==> src/rtl/cs_host_ctrl.sv <==
// rtl/cs_host_ctrl.sv - host-side command initiator for the computation-storage core
// Converts one-at-a-time RD/WR/ADD/SUB requests into core pin sequences and DQ bus handling.
module cs_host_ctrl #(
  parameter int MEM_WIDTH     = 8,
  parameter int MEM_DEPTH     = 16,
  parameter int NO_OPERATIONS = 4,
  parameter int LAT_RD        = 2,
  parameter int LAT_WR        = 2,
  parameter int LAT_ALU       = 3,
  localparam int AW = $clog2(MEM_DEPTH),
  localparam int OW = $clog2(NO_OPERATIONS)
) (
  input  logic                 clk,
  input  logic                 rst_n,
  input  logic                 cmd_valid,
  output logic                 cmd_ready,
  input  logic [OW-1:0]        cmd_op,
  input  logic [AW-1:0]        cmd_addA,
  input  logic [AW-1:0]        cmd_addB,
  input  logic [AW-1:0]        cmd_addC,
  input  logic [MEM_WIDTH-1:0] cmd_wdata,
  output logic                 rsp_valid,
  output logic [OW-1:0]        rsp_op,
  output logic [MEM_WIDTH-1:0] rsp_rdata,
  output logic [AW-1:0]        addA,
  output logic [AW-1:0]        addB,
  output logic [AW-1:0]        addC,
  output logic [OW-1:0]        operation_select,
  output logic [MEM_WIDTH-1:0] dq_out,
  output logic                 dq_oe,
  input  logic [MEM_WIDTH-1:0] dq_in
);

  localparam logic [OW-1:0] OP_RD = OW'(0);
  localparam logic [OW-1:0] OP_WR = OW'(1);

  typedef enum logic [1:0] {IDLE, TURN, EXEC, RESP} state_t;

  state_t               state;
  logic [3:0]           cnt;
  logic [OW-1:0]        op_q;
  logic [MEM_WIDTH-1:0] wdata_q;

  function automatic logic [3:0] op_lat(input logic [OW-1:0] op);
    if (op == OP_RD)      return 4'(LAT_RD);
    else if (op == OP_WR) return 4'(LAT_WR);
    else                  return 4'(LAT_ALU);
  endfunction

  always_ff @(posedge clk or negedge rst_n) begin
    if (!rst_n) begin
      state            <= IDLE;
      cnt              <= '0;
      op_q             <= '0;
      wdata_q          <= '0;
      cmd_ready        <= 1'b1;
      rsp_valid        <= 1'b0;
      rsp_op           <= '0;
      rsp_rdata        <= '0;
      addA             <= '0;
      addB             <= '0;
      addC             <= '0;
      operation_select <= '0;
      dq_out           <= '0;
      dq_oe            <= 1'b0;
    end else begin
      case (state)
        IDLE: begin
          if (cmd_valid) begin
            op_q      <= cmd_op;
            wdata_q   <= cmd_wdata;
            addA      <= cmd_addA;
            addB      <= cmd_addB;
            addC      <= cmd_addC;
            cmd_ready <= 1'b0;
            cnt       <= op_lat(cmd_op);
            // WR gets a turnaround cycle so the core's read drive is released before we drive DQ
            operation_select <= cmd_op;
            dq_oe            <= 1'b0;
            state            <= (cmd_op == OP_WR) ? TURN : EXEC;
          end
        end
        TURN: begin
          dq_oe  <= 1'b1;
          dq_out <= wdata_q;
          cnt    <= 4'(LAT_WR);
          state  <= EXEC;
        end
        EXEC: begin
          if (cnt <= 4'd1) begin
            operation_select <= OP_RD;
            dq_oe            <= 1'b0;
            rsp_valid        <= 1'b1;
            rsp_op           <= op_q;
            rsp_rdata        <= (op_q == OP_RD) ? dq_in : '0;
            state            <= RESP;
          end else begin
            cnt <= cnt - 4'd1;
          end
        end
        RESP: begin
          rsp_valid <= 1'b0;
          cmd_ready <= 1'b1;
          state     <= IDLE;
        end
        default: state <= IDLE;
      endcase
    end
  end

endmodule

==> config.mk <==
export PLATFORM = sky130hd
export DESIGN_NAME = cs_host_ctrl
export DESIGN_NICKNAME = d
export VERILOG_FILES = /design/src/rtl/cs_host_ctrl.sv
export SDC_FILE = /design/constraint.sdc
export NUM_CORES = 1
export LEC_CHECK = 0
export CORE_ASPECT_RATIO = 0.7
export CORE_MARGIN = 5
export CORE_UTILIZATION = 46
export DETAILED_ROUTE_END_ITERATION = 7
export PLACE_DENSITY = 0.86
export SKIP_LAST_GASP = 1
export SYNTH_ARGS = -nofsm -noshare
export SYNTH_HDL_FRONTEND = slang
export SYNTH_SLANG_ARGS = --single-unit
export TNS_END_PERCENT = 30
==> constraint.sdc <==
create_clock -name clk -period 2 [get_ports clk]
set_input_delay 0.5 -clock clk [delete_from_list [all_inputs] [get_ports clk]]
set_output_delay 0.5 -clock clk [all_outputs]
set_load 0.02 [all_outputs]
==> results of run 1 <==
[power groups by stage]
stage | logic, mW | registers (mW) | clock network, mW
after floorplan | 1.09 | 2.23 | 0
after global placement | 2.53 | 1.83 | 0
after detailed placement | 2.58 | 1.86 | 0
after CTS | 2.60 | 1.85 | 0.595
after global routing | 2.78 | 1.92 | 0.634
final | 2.58 | 1.84 | 0.574
[stage by stage]
stage	cell area, µm²	std cells
final	3020	307
after global routing	3020	307
after CTS	3020	307
after detailed placement	2930	299
after global placement	2930	299
after floorplan	2160	176
[cells by family (layout without fill, tap and decap cells)]
logic type / after synthesis / in the layout / synth area share
mux: 33 / 33 / 0.172
buf+inv: 16 / 92 / 0.0342
simple gates: 37 / 37 / 0.0771
flops: 51 / 51 / 0.592
compound gates: 33 / 33 / 0.0904
fa+ha+maj: 6 / 6 / 0.0348
[cell type report]
type / instances / area (µm²) / area share
clock buffer: 5 / 68.8 / 0.0228
timing repair buffer: 75 / 741 / 0.245
inverter: 9 / 33.8 / 0.0112
tap: 55 / 68.8 / 0.0228
clock inverter: 3 / 18.8 / 0.00621
multi-input combinational: 109 / 812 / 0.269
sequential: 51 / 1280 / 0.423
[flip-flops by register name (all words and copies together) (netlist names)]
name,cells
dq_out,8
rsp_rdata,8
wdata_q,8
addA,4
addB,4
addC,4
cnt,4
op_q,2
operation_select,2
rsp_op,2
state,2
cmd_ready,1
dq_oe,1
rsp_valid,1
[worst max-delay path, delay by kind of cell, from the launching register on]
| kind | cells | cell delay [ps] |
|---|---|---|
| buffers and inverters | 2 | 300 |
| adders and majority gates | 1 | 180 |
| AOI/OAI and AO/OA | 1 | 210 |
| and+or+nand+nor | 2 | 630 |
| DFF | 1 | 440 |
[layer usage]
| metal | up-vias | track usage | wire [µm] |
|---|---|---|---|
| met2 | 44 | 0.233 | 2070 |
| met1 | 744 | 0.204 | 1960 |
| li1 | 754 | - | - |
| met4 | 0 | 0.0444 | 48 |
| met3 | 5 | 0.0702 | 402 |
| met5 | - | 0 | 0 |
[worst paths after layout]
| kind | start | to | slack (ps) | cells past startpoint |
|---|---|---|---|---|
| setup / recovery | cnt[0]$_DFFE_PN0P_ | rsp_rdata[0]$_DFFE_PN0P_ | 140 | 6 |
| hold / removal | rst_n | addC[1]$_DFFE_PN0P_ | 170 | 2 |
| setup reg to reg | cnt[0]$_DFFE_PN0P_ | rsp_rdata[0]$_DFFE_PN0P_ | 140 | 6 |
| hold reg to reg | rsp_rdata[4]$_DFFE_PN0P_ | rsp_rdata[4]$_DFFE_PN0P_ | 490 | 2 |
| max in group asynchronous | rst_n | cmd_ready$_DFFE_PN1P_ | 1550 | 2 |
| min in group clk | rsp_rdata[4]$_DFFE_PN0P_ | rsp_rdata[4]$_DFFE_PN0P_ | 490 | 2 |
[layout by cell type, fill, tap and decap left out, types with 2 or more instances in the layout]
master	synthesis	routed
a21oi_1	6	6
a22o_1	2	2
a31oi_1	2	2
buf_4	0	7
clkbuf_8	0	5
clkdlybuf4s50_1	0	65
clkinv_2	0	2
dfrtp_1	50	50
ha_1	6	6
inv_1	9	9
mux2_2	33	33
nand2_1	22	22
nor2_1	6	6
nor2b_1	4	4
o21ai_0	13	13
o21ai_1	4	4
[what timing repair did]
item                       CTS  global route
setup buffers                0             0
pin swaps                    0             0
resized for setup            1             1
hold buffers                 0             0
setup endpoints to repair    1             1
==> flow_summary.ini, run 1 <==
[pwr]
power_density_nw_per_um2 = 1650
totalPowerFinal_mw = 4.99
ir_drop_mv = 0.763
clockPowerShare = 0.115
swShare = 0.373
total_leakage_power_nw = 1.33
power_frac_comb = 0.517
p_sw_mw = 1.86
seq_power_share = 0.368
internal-power_mw = 3.13

[timing]
slew_viol_final = 0
timing.slew.headroom = 0.655
max_freq_mhz = 537
fin_ws_ps = 136
fin_crit_ps = 1860
fin_skew_ps = 3.40
setup_viol = 0
finalSetupTns_ps = 0
grt_setup_unrepaired = no
holdWs_ps = 172
period_share = 0.932
hold_violations = 0
tightest_slew_ps = 516

[clocking]
clk_latency_ps = 300
cts.sinks = 51
cts_root_buffer = clkbuf_8
cts.clk_slew.worst_paths_ps = 90
clock_path_buffers = 2
cts_tree = built
cts_inserted_buffers = 5
h-tree-depth = 2

[setup_path]
crit_arrival_ps = 2070
required_ps = 2210
worstPathMaxFanout = 16
critPathSlowestCell = or4b_4
crit_chain = inv_1, ha_1, nor2_1, or4b_4, buf_4, o21ai_0
crit_path_end_kind = flop
critPathMaxStageDelay_ps = 560
criticalPathCategory = flop to flop
startpoint_type = flop

[cells_and_area]
area_delta_synth_final_pct = 39.9
num-fill-cells = 348
drive_gt1_frac = 0.206
diodes = 0
nets = 290
fin_util = 0.682

[synth]
synth_area_leader_cell = dfrtp_1
ys_seq_area_frac = 0.592
synthesis.instances = 176
synth_edf_count = 0
netlist_top_cells_area = dfrtp_1 (58%), mux2_2 (17%), nand2_1 (3.8%)
syn-num-nets = 215
synth_commonest_cells = dfrtp_1 (50), mux2_2 (33), nand2_1 (22)
syn_area_um2 = 2160
ys_ff_latch = 51
syn_area_per_cell_um2 = 12.3
async_reset_ff_frac = 1.00
synth_cell_type_count = 27
ys_warn_count = 0
netlist.area_leader.share = 0.579
synth_flop_cell = dfrtp_1
yosysMostFrequentCell = dfrtp_1

[drt]
num_vias = 1547
routed_wl_mm = 4.48
drt_iter0_markers = 39
wire_per_inst_um = 14.6
remaining_drc_errors = 0
ant_nets = 0
firstDrtPassIters = 4
vias_per_cell = 5.04

[place]
io_buffer_count = 67
place_hpwl_mm = 3.38
gp_congestion = 0.820
pre_cts_slack_ps = 9.94

[floorplanning]
pin_count = 68
rows = 20
start_util = 0.488
die_h_um = 67.3
dieArea_um2 = 6190
coreArea_um2 = 4430
die_w_um = 91.9

[grt]
grt_pass1_wl_mm = 7.46
antenna_found_initial = 0
globalRouteTotalUtil = 0.155
grt_pass1_vias = 1579
grt-ovfl-total = 0
grt_max_degree = 52

[run]
maxCapViolations = 0

[hold_path]
min_path_type = input port to async pin

[outcome]
outcome = completed
(Power assumes the default switching activity.)
==> run 2, diff against run 1 <==
--- a/config.mk
+++ b/config.mk
@@ -8,6 +8,7 @@
 export CORE_ASPECT_RATIO = 0.7
 export CORE_MARGIN = 5
 export CORE_UTILIZATION = 46
+export CTS_BUF_LIST = sky130_fd_sc_hd__clkbuf_16
 export DETAILED_ROUTE_END_ITERATION = 7
 export PLACE_DENSITY = 0.86
 export SKIP_LAST_GASP = 1
==> run 2 against run 1 <==
Net effect:
- critical endpoint is now cmd_ready
- sequential cell count stayed put
- cell count stayed put
- non-clock buffer count stayed put
- cell area is 1.8% higher
==> flow_summary.ini, run 2 (synthesized netlist as in run 1, its figures left out) <==
[outcome]
outcome = completed

[floorplanning]
die_w_um = 91.9
start_util = 0.488
die_h_um = 67.3
rows = 20
dieArea_um2 = 6190
coreArea_um2 = 4430
pin_count = 68

[clocking]
cts_inserted_buffers = 5
cts-resized-gates = 0
cts_setup_buffers = 0
holdBufCountCts = 0
cts_root_buffer = clkbuf_16
clk_latency_ps = 290
cts.clk_slew.worst_paths_ps = 60
cts_tree = built
h-tree-depth = 2
clock_path_buffers = 2
cts.sinks = 51

[setup_path]
reg2regPathDepth = 6
required_ps = 1500
crit_chain = clkdlybuf4s50_1
crit_arrival_ps = 1460
worstPathMaxFanout = 3
worst-path-stages = 1
crit_family = buffers and inverters
cp_num_buf_inv = 1
startpoint_type = flop
criticalPathCategory = flop to output port
crit_path_end_kind = output port
critPathSlowestCell = clkdlybuf4s50_1
critPathMaxStageDelay_ps = 630

[drt]
num_vias = 1549
firstDrtPassIters = 4
remaining_drc_errors = 0
vias_per_cell = 5.05
drt_iter0_markers = 45
wire_per_inst_um = 14.8
ant_nets = 0
routed_wl_mm = 4.54

[cells_and_area]
num-fill-cells = 334
diodes = 0
layout_commonest_cell = clkdlybuf4s50_1
nets = 290
fin_cells = 307
area_delta_synth_final_pct = 42.4
biggestRegsByFlops = dq_out: 8 flops, rsp_rdata: 8 flops, wdata_q: 8 flops
drive_gt1_frac = 0.206
final_cell_mix = clkdlybuf4s50_1 (66), dfrtp_1 (50), mux2_2 (33), nand2_1 (22), o21ai_0 (13)

[pwr]
clockPowerShare = 0.157
p_sw_mw = 1.89
ir_drop_mv = 0.816
totalPowerFinal_mw = 5.24
internal-power_mw = 3.35
swShare = 0.361
power_frac_comb = 0.492
power_density_nw_per_um2 = 1710
seq_power_share = 0.352
total_leakage_power_nw = 1.34

[timing]
max_freq_mhz = 510
setup_viol = 0
grt_setup_unrepaired = yes
timing.slew.headroom = 0.663
fin_skew_ps = 3.61
slew_viol_final = 0
tightest_slew_ps = 504
period_share = 0.980
hold_violations = 0
finalSetupTns_ps = 0
fin_crit_ps = 1960
holdWs_ps = 189

[run]
maxCapViolations = 0

[grt]
antenna_found_initial = 0
grt-ovfl-total = 0
globalRouteTotalUtil = 0.155
grt_max_degree = 52
grt_pass1_wl_mm = 7.45
grt_pass1_vias = 1567

[place]
place_inst = 299
io_buffer_count = 67
place_hpwl_mm = 3.38
gp_congestion = 0.820

[hold_path]
min_path_type = input port to async pin
## run 2: cell type report
type	count	area (µm²)	share of cell area
multi-input cells	109	812	0.264
clock buffers	5	125	0.0407
clock inverters	3	18.8	0.00611
well taps	55	68.8	0.0224
inverters	9	33.8	0.0110
repair buffers	75	738	0.240
flip-flops and latches	51	1280	0.416
## run 2: stage by stage
step	util	area, µm²	worst slack (ps)
after detailed placement	0.661	2930	9.94
after floorplan	-	2160	288
after CTS	0.693	3070	3.36
after global placement	0.661	2930	112
after global routing	0.694	3070	-17.7
final	0.694	3070	39.9
## run 2: routing by layer
metal,vias to the layer above,wire (µm),GRT usage
li1,753,-,-
met1,742,1940,0.204
met3,4,434,0.0735
met2,50,2120,0.229
met4,0,42,0.0500
met5,-,0,0
## run 2: power by group through the flow
stage / registers [mW] / clock network (mW) / logic [mW]
after CTS: 1.85 / 0.838 / 2.60
after floorplan: 2.23 / 0 / 1.09
after detailed placement: 1.86 / 0 / 2.58
after global placement: 1.83 / 0 / 2.53
after global routing: 1.92 / 0.884 / 2.79
final: 1.84 / 0.821 / 2.58
## run 2: final timing paths
path	slack [ps]	to	startpoint
worst max-delay path	40	cmd_ready	cmd_ready$_DFFE_PN1P_
worst min-delay path	190	addC[1]$_DFFE_PN0P_	rst_n
worst max register to register	120	rsp_rdata[0]$_DFFE_PN0P_	cnt[0]$_DFFE_PN0P_
worst min register to register	480	rsp_rdata[4]$_DFFE_PN0P_	rsp_rdata[4]$_DFFE_PN0P_
max in group asynchronous	1530	cmd_ready$_DFFE_PN1P_	rst_n
min in group clk	480	rsp_rdata[4]$_DFFE_PN0P_	rsp_rdata[4]$_DFFE_PN0P_
